$ cat config.mk
export PLATFORM = sky130hd
export DESIGN_NAME = spi_master_flat
export DESIGN_NICKNAME = d
export VERILOG_FILES = /design/src/rtl/spi_master_if.sv /design/src/rtl/spi_master.sv /design/src/flat_wrapper.sv
export SDC_FILE = /design/constraint.sdc
export NUM_CORES = 1
export LEC_CHECK = 0
export CORE_ASPECT_RATIO = 1.75
export CORE_MARGIN = 5
export CORE_UTILIZATION = 48
export CTS_CLUSTER_DIAMETER = 40
export DETAILED_ROUTE_END_ITERATION = 10
export PLACE_DENSITY = 0.7
export SYNTH_ARGS = -nofsm -noshare
export SYNTH_HDL_FRONTEND = slang
export SYNTH_SLANG_ARGS = --single-unit
export TNS_END_PERCENT = 30
$ cat constraint.sdc
create_clock -name clk -period 1.8 [get_ports clk]
set_clock_uncertainty 0.2 [all_clocks]
set_input_delay 0.36 -clock clk [delete_from_list [all_inputs] [get_ports clk]]
set_output_delay 0.36 -clock clk [all_outputs]
set_load 0.01 [all_outputs]
$ cat src/rtl/spi_master_if.sv
// SPI initiator bus: host handshake (start/tx_data/busy/done/rx_data) plus the
// four SPI wires (SCK/CS/MOSI/MISO).
// Modports:
//   master - the spi_master block: drives busy/done/rx_data/SCK/CS/MOSI,
//            reads start/tx_data/MISO.
//   slave  - the peer side (host logic and SPI target): the mirror image.
interface spi_master_if;
  logic       start;
  logic [7:0] tx_data;
  logic       busy;
  logic       done;
  logic [7:0] rx_data;
  logic       SCK;
  logic       CS;
  logic       MOSI;
  logic       MISO;

  modport master (
    input  start, tx_data, MISO,
    output busy, done, rx_data, SCK, CS, MOSI
  );

  modport slave (
    output start, tx_data, MISO,
    input  busy, done, rx_data, SCK, CS, MOSI
  );
endinterface

$ cat src/rtl/spi_master.sv
// Byte-wide SPI initiator, mode 0 (CPOL=0, CPHA=0), MSB first, single CS.
// One accepted start sends tx_data and returns the received byte on rx_data
// with a one-cycle done pulse.
// Ports:
//   clk  - system clock, all logic on posedge
//   rst  - synchronous reset, active-high
//   bus  - spi_master_if.master: start/tx_data in, busy/done/rx_data out,
//          SCK/CS/MOSI out, MISO in
// Parameters: HALF_DIV (clk per SCK half period), CS_SETUP, CS_HOLD, CS_IDLE.
// Option: define SPI_MASTER_MISO_SYNC_EN to pass MISO through a 2-flop
//   synchronizer before sampling (requires HALF_DIV >= 6).
module spi_master #(
  parameter int unsigned HALF_DIV = 8,
  parameter int unsigned CS_SETUP = 4,
  parameter int unsigned CS_HOLD  = 4,
  parameter int unsigned CS_IDLE  = 4
) (
  input  logic          clk,
  input  logic          rst,
  spi_master_if.master  bus
);

  localparam int unsigned MAX_A   = (HALF_DIV > CS_SETUP) ? HALF_DIV : CS_SETUP;
  localparam int unsigned MAX_B   = (CS_HOLD > CS_IDLE) ? CS_HOLD : CS_IDLE;
  localparam int unsigned CNT_MAX = (MAX_A > MAX_B) ? MAX_A : MAX_B;
  // Counter only ever holds values up to CNT_MAX-1.
  localparam int unsigned CNT_W   = (CNT_MAX > 2) ? $clog2(CNT_MAX) : 1;

  typedef enum logic [2:0] {
    S_IDLE  = 3'd0,
    S_SETUP = 3'd1,
    S_XFER  = 3'd2,
    S_HOLD  = 3'd3,
    S_GAP   = 3'd4
  } state_e;

  state_e           state_q, state_d;
  logic [CNT_W-1:0] cnt_q, cnt_d;
  logic [2:0]       bit_q, bit_d;
  logic [7:0]       tx_sh_q, tx_sh_d;
  logic [7:0]       rx_sh_q, rx_sh_d;
  logic [7:0]       rx_data_q, rx_data_d;
  logic             sck_q, sck_d;
  logic             cs_q, cs_d;
  logic             mosi_q, mosi_d;
  logic             busy_q, busy_d;
  logic             done_q, done_d;
  logic             cnt_zero;
  logic             rise_cyc;
  logic             miso_smp;

  assign cnt_zero = (cnt_q == '0);
  // First cycle of an SCK high half: the bit is captured at the end of it.
  assign rise_cyc = (state_q == S_XFER) && sck_q && (cnt_q == CNT_W'(HALF_DIV - 1));

`ifdef SPI_MASTER_MISO_SYNC_EN
  logic miso_s1_q, miso_s2_q;

  // Two-flop synchronizer on the incoming serial data.
  always_ff @(posedge clk) begin
    if (rst) begin
      miso_s1_q <= 1'b0;
      miso_s2_q <= 1'b0;
    end else begin
      miso_s1_q <= bus.MISO;
      miso_s2_q <= miso_s1_q;
    end
  end

  assign miso_smp = miso_s2_q;
`else
  assign miso_smp = bus.MISO;
`endif

  // State register.
  always_ff @(posedge clk) begin
    if (rst) state_q <= S_IDLE;
    else     state_q <= state_d;
  end

  // Next-state logic.
  always_comb begin
    state_d = state_q;
    case (state_q)
      S_IDLE:  if (bus.start) state_d = S_SETUP;
      S_SETUP: if (cnt_zero) state_d = S_XFER;
      S_XFER:  if (cnt_zero && sck_q && (bit_q == 3'd7)) state_d = S_HOLD;
      S_HOLD:  if (cnt_zero) state_d = S_GAP;
      S_GAP:   if (cnt_zero) state_d = S_IDLE;
      default: state_d = S_IDLE;
    endcase
  end

  // Next values for the registered outputs and datapath; they take effect on
  // the same edge as the state change, so each output lines up with its state.
  always_comb begin
    cnt_d     = cnt_q;
    bit_d     = bit_q;
    tx_sh_d   = tx_sh_q;
    rx_sh_d   = rx_sh_q;
    rx_data_d = rx_data_q;
    sck_d     = sck_q;
    cs_d      = cs_q;
    mosi_d    = mosi_q;
    busy_d    = busy_q;
    done_d    = 1'b0;

    case (state_q)
      S_IDLE: begin
        if (bus.start) begin
          cnt_d   = CNT_W'(CS_SETUP - 1);
          bit_d   = 3'd0;
          tx_sh_d = bus.tx_data;
          rx_sh_d = 8'h00;
          cs_d    = 1'b0;
          busy_d  = 1'b1;
          mosi_d  = bus.tx_data[7];
        end
      end

      S_SETUP: begin
        if (cnt_zero) begin
          cnt_d = CNT_W'(HALF_DIV - 1);
          sck_d = 1'b1;
        end else begin
          cnt_d = cnt_q - CNT_W'(1);
        end
      end

      S_XFER: begin
        if (rise_cyc) rx_sh_d = {rx_sh_q[6:0], miso_smp};
        if (cnt_zero) begin
          if (sck_q) begin
            // Falling edge: advance MOSI except after the last bit; the fall
            // cycle of bit 7 is already the first CS hold cycle.
            sck_d = 1'b0;
            if (bit_q == 3'd7) begin
              cnt_d = CNT_W'(CS_HOLD - 1);
            end else begin
              cnt_d   = CNT_W'(HALF_DIV - 1);
              tx_sh_d = {tx_sh_q[6:0], 1'b0};
              mosi_d  = tx_sh_q[6];
            end
          end else begin
            sck_d = 1'b1;
            bit_d = bit_q + 3'd1;
            cnt_d = CNT_W'(HALF_DIV - 1);
          end
        end else begin
          cnt_d = cnt_q - CNT_W'(1);
        end
      end

      S_HOLD: begin
        if (cnt_zero) begin
          cnt_d     = CNT_W'(CS_IDLE - 1);
          cs_d      = 1'b1;
          done_d    = 1'b1;
          rx_data_d = rx_sh_q;
        end else begin
          cnt_d = cnt_q - CNT_W'(1);
        end
      end

      S_GAP: begin
        if (cnt_zero) busy_d = 1'b0;
        else          cnt_d  = cnt_q - CNT_W'(1);
      end

      default: begin
        sck_d  = 1'b0;
        cs_d   = 1'b1;
        busy_d = 1'b0;
      end
    endcase
  end

  // Output and datapath registers.
  always_ff @(posedge clk) begin
    if (rst) begin
      cnt_q     <= '0;
      bit_q     <= 3'd0;
      tx_sh_q   <= 8'h00;
      rx_sh_q   <= 8'h00;
      rx_data_q <= 8'h00;
      sck_q     <= 1'b0;
      cs_q      <= 1'b1;
      mosi_q    <= 1'b0;
      busy_q    <= 1'b0;
      done_q    <= 1'b0;
    end else begin
      cnt_q     <= cnt_d;
      bit_q     <= bit_d;
      tx_sh_q   <= tx_sh_d;
      rx_sh_q   <= rx_sh_d;
      rx_data_q <= rx_data_d;
      sck_q     <= sck_d;
      cs_q      <= cs_d;
      mosi_q    <= mosi_d;
      busy_q    <= busy_d;
      done_q    <= done_d;
    end
  end

  assign bus.SCK     = sck_q;
  assign bus.CS      = cs_q;
  assign bus.MOSI    = mosi_q;
  assign bus.busy    = busy_q;
  assign bus.done    = done_q;
  assign bus.rx_data = rx_data_q;

endmodule

$ cat src/flat_wrapper.sv
// flat-port wrapper written by rule: the top's interface ports become plain ports
module spi_master_flat 
#(
  parameter int unsigned HALF_DIV = 8,
  parameter int unsigned CS_SETUP = 4,
  parameter int unsigned CS_HOLD  = 4,
  parameter int unsigned CS_IDLE  = 4
)
  (clk, rst, bus_start, bus_tx_data, bus_MISO, bus_busy, bus_done, bus_rx_data, bus_SCK, bus_CS, bus_MOSI);
  spi_master_if bus_i ();
  input  logic clk;
  input  logic rst;
  input wire logic [$bits(bus_i.start)-1:0] bus_start;
  input wire logic [$bits(bus_i.tx_data)-1:0] bus_tx_data;
  input wire logic [$bits(bus_i.MISO)-1:0] bus_MISO;
  output wire logic [$bits(bus_i.busy)-1:0] bus_busy;
  output wire logic [$bits(bus_i.done)-1:0] bus_done;
  output wire logic [$bits(bus_i.rx_data)-1:0] bus_rx_data;
  output wire logic [$bits(bus_i.SCK)-1:0] bus_SCK;
  output wire logic [$bits(bus_i.CS)-1:0] bus_CS;
  output wire logic [$bits(bus_i.MOSI)-1:0] bus_MOSI;
  assign bus_i.start = bus_start;
  assign bus_i.tx_data = bus_tx_data;
  assign bus_i.MISO = bus_MISO;
  assign bus_busy = bus_i.busy;
  assign bus_done = bus_i.done;
  assign bus_rx_data = bus_i.rx_data;
  assign bus_SCK = bus_i.SCK;
  assign bus_CS = bus_i.CS;
  assign bus_MOSI = bus_i.MOSI;
  spi_master #(.HALF_DIV(HALF_DIV), .CS_SETUP(CS_SETUP), .CS_HOLD(CS_HOLD), .CS_IDLE(CS_IDLE)) u_core (.clk(clk), .rst(rst), .bus(bus_i));
endmodule
==> results.py <==
metrics = {
    "place": {
        "dp_slack_ps": -102.4,
        "placement.cell_area_um2": 2196,
        "finalWeightedCongestion": 0.8277,
        "buffer_ports.inserted": 24,
        "post-place-cells": 268,
        "detailed_place_hpwl_um": 3193,
    },
    "worst_setup_path": {
        "end_kind": "output pin",
        "worst_path_dominant_cell_family": "buffers and inverters",
        "cp.buffers_inverters": 1,
        "largest_stage_delay_on_the_critical_path_ps": 540,
        "cp_data_required_time_ps": 1240,
        "crit_arrival_ps": 1170,
        "critical_path.startpoint_type": "flop",
        "crit_path_cell_trace": "clkdlybuf4s50_1",
        "worst-setup-path-type": "reg2out",
        "standard_cell_with_the_maximum_stage_delay_on_the_critical_path": "sky130_fd_sc_hd__clkdlybuf4s50_1",
        "worst-path-max-fanout": 2,
    },
    "finish": {
        "antennaDiodeCount": 0,
        "layout_commonest_cell": "sky130_fd_sc_hd__dfxtp_1",
        "highest_count_cells_in_the_layout_ignoring_fill_and_taps": "sky130_fd_sc_hd__dfxtp_1 (33), sky130_fd_sc_hd__nor2_1 (26), sky130_fd_sc_hd__buf_4 (24), sky130_fd_sc_hd__clkdlybuf4s50_1 (21), sky130_fd_sc_hd__mux2i_1 (17)",
        "nets": 247,
        "area_delta_synth_final_pct": 31.46,
        "finish.instance_area_um2": 2347,
        "stdcell_count": 277,
        "final_core_util_pct": 64.69,
        "drive_above_1_share_pct": 23.81,
    },
    "clock_network": {
        "cts.sinks": 37,
        "clk-insertion-delay-late_ps": 290,
        "cts_root_buf": "sky130_fd_sc_hd__clkbuf_8",
        "tritoncts": "yes",
        "clockBufferDepth": 2,
        "path_clk_slew_ps": 70,
        "cts-buffers-inserted": 5,
        "cts_max_level": 2,
    },
    "power_and_ir_drop": {
        "power.internal_uw": 1420,
        "pwr-share-seq_pct": 46.8,
        "cellLeakagePower_uw": 0.0009829,
        "p_clk_share_pct": 27.4,
        "fraction_of_power_spent_switching_nets_pct": 29.33,
        "ir_worst_vdd_mv": 0.8369,
        "netSwitchingPower_uw": 589.1,
        "cellPowerDensity_nw_per_um2": 855.8,
        "share_comb_of_total_power_pct": 25.8,
    },
    "detailed_routing": {
        "drt_first_pass_iters": 5,
        "drc_errors": 0,
        "detail_route.wl_per_cell_um": 15.41,
        "first_iter_violations": 59,
        "drt-vias-per-instance": 5.621,
        "num_vias": 1557,
        "wirelength_um": 4268,
        "antenna_violating_nets_post_route": 0,
    },
    "sta": {
        "final-max-slew-violation-count": 0,
        "max_slew_headroom_pct": 78.53,
        "worst_margin_pin_slew_ps": 322.0,
        "final_min_period_over_clock_period_pct": 96.03,
        "timing.final.crit_period_ps": 1728,
        "timing.final.hold_violations": 0,
        "post_route_setup_slack_ps": 71.52,
        "clock.fmax_mhz": 578.5,
        "grt_setup_unrepaired": "true",
        "setup_viol": 0,
    },
    "yosys": {
        "synth_register_bits": 37,
        "synth.yosys.seq_area_share_pct": 41.49,
        "post_synth_instance_area_um2": 1785,
        "synth_async_reset_ratio_pct": 0,
        "syn-num-nets": 205,
        "synthCells": 188,
        "post_synth_num_cell_types": 43,
        "synth_edf_count": 0,
        "synth.yosys.warnings": 0,
        "synth.avg_cell_area_um2": 9.497,
        "ys_dominant_reg_cell": "sky130_fd_sc_hd__dfxtp_1",
    },
    "global_routing": {
        "grt_pass1_vias": 1640,
        "grt_usage_pct": 17.65,
        "overflow_after_grt": 0,
        "grt_first_pass_wirelength_um": 7127,
        "pin_count_of_the_biggest_net_entering_global_routing": 16,
        "antenna_found_initial": 0,
    },
    "min_path": {
        "min-delay-path-class": "reg2reg",
    },
    "floorplanning": {
        "ports": 25,
        "std_cell_rows": 29,
        "die_width_um": 56.11,
        "design.die.area_um2": 5088,
        "standard_cell_core_area_um2": 3628,
        "fp.dieH_um": 90.68,
        "initial_standard_cell_utilization_of_the_core_pct": 49.21,
    },
    "run": {
        "maxCapViolCount": 0,
    },
    "outcome": {
        "outcome": "complete, no violations",
    },
}
[cell usage after synthesis, types with 3 or more instances]
library cell / count / share of area [%]
sky130_fd_sc_hd__a311oi_1: 7 / 3.4
sky130_fd_sc_hd__clkbuf_1: 6 / 1.3
sky130_fd_sc_hd__mux2i_1: 17 / 9.5
sky130_fd_sc_hd__buf_2: 4 / 1.1
sky130_fd_sc_hd__nand2_1: 3 / 0.63
sky130_fd_sc_hd__nor2b_1: 6 / 2.1
sky130_fd_sc_hd__buf_4: 3 / 1.3
sky130_fd_sc_hd__dfxtp_1: 37 / 41
sky130_fd_sc_hd__o21ai_0: 5 / 1.4
sky130_fd_sc_hd__ha_1: 5 / 3.5
sky130_fd_sc_hd__a22oi_1: 8 / 3.4
sky130_fd_sc_hd__and2_1: 3 / 1.1
sky130_fd_sc_hd__a21oi_1: 16 / 4.5
sky130_fd_sc_hd__inv_1: 4 / 0.84
sky130_fd_sc_hd__nor2_1: 27 / 5.7
[metrics by stage]
step | total power (uW) | setup TNS (ps) | hold WS (ps)
after global routing | 2118 | -5.751 | 343.0
after global placement | 1419 | -430.4 | 277.2
final | 2009 | 0 | 298.7
after CTS | 2007 | 0 | 311.2
after floorplan | 1243 | 0 | 264.2
after detailed placement | 1438 | -1051 | 287.7
[worst paths after layout]
check | start | to | slack (ps) | cells past startpoint
setup / recovery | u_core.bus.rx_data[3] | bus_rx_data[3] | 70 | 1
hold / removal | u_core.bus.rx_data[5] | u_core.bus.rx_data[5] | 300 | 2
setup reg to reg | u_core.cnt_q[0] | u_core.rx_sh_q[7] | 100 | 6
hold reg to reg | u_core.bus.rx_data[5] | u_core.bus.rx_data[5] | 300 | 2
[flip-flops by register name, indices dropped and copies added (netlist names)]
name and flops:
u_core.bus.rx_data 8, u_core.rx_sh_q 8, u_core.tx_sh_q 7, u_core.bit_q 3
u_core.cnt_q 3, u_core.state_q 3, u_core.bus.CS 1, u_core.bus.MOSI 1
u_core.bus.SCK 1, u_core.bus.busy 1, u_core.bus.done 1
[power groups by stage]
stage	Sequential, uW	Combinational (uW)	Clock, uW
floorplan	934	309	0
global placement	948	471	0
detailed placement	951	488	0
CTS	936	502	570
global route	948	562	608
finish	941	518	550
[layout make-up]
type / instances / area [um2]
Fill cell: 296 / 1281
Multi-Input combinational cell: 132 / 979.7
Sequential cell: 37 / 748.2
Timing Repair Buffer: 50 / 464.2
Clock buffer: 6 / 72.57
Tap cell: 46 / 57.56
Inverter: 4 / 15.01
Clock inverter: 2 / 10.01
[cells by family (layout without fill, tap and decap cells)]
group / after synthesis / after routing / share of synthesized area (%)
buf+inv: 19 / 62 / 5.746
flops: 37 / 37 / 41.49
simple gates: 56 / 56 / 18.01
mux: 19 / 19 / 10.79
compound gates: 50 / 50 / 19.48
fa+ha+maj: 5 / 5 / 3.504
xor+xnor: 2 / 2 / 0.9813
[repair_timing]
item                                    4_1_cts  5_1_grt
endpoints found under the setup margin       17       14
gates resized for setup                       7       13
hold buffers                                  0        0
pin swaps                                     1        0
setup buffers                                 1        0
[metal layers]
layer	global-route usage, %	up-vias	part of all wire, %
li1	-	761	-
met1	16.18	740	39
met2	32.52	44	54
met3	5.866	12	4.4
met4	10.30	0	3.1
met5	0	-	0
No activity file was read; power rests on OpenSTA's default activity.
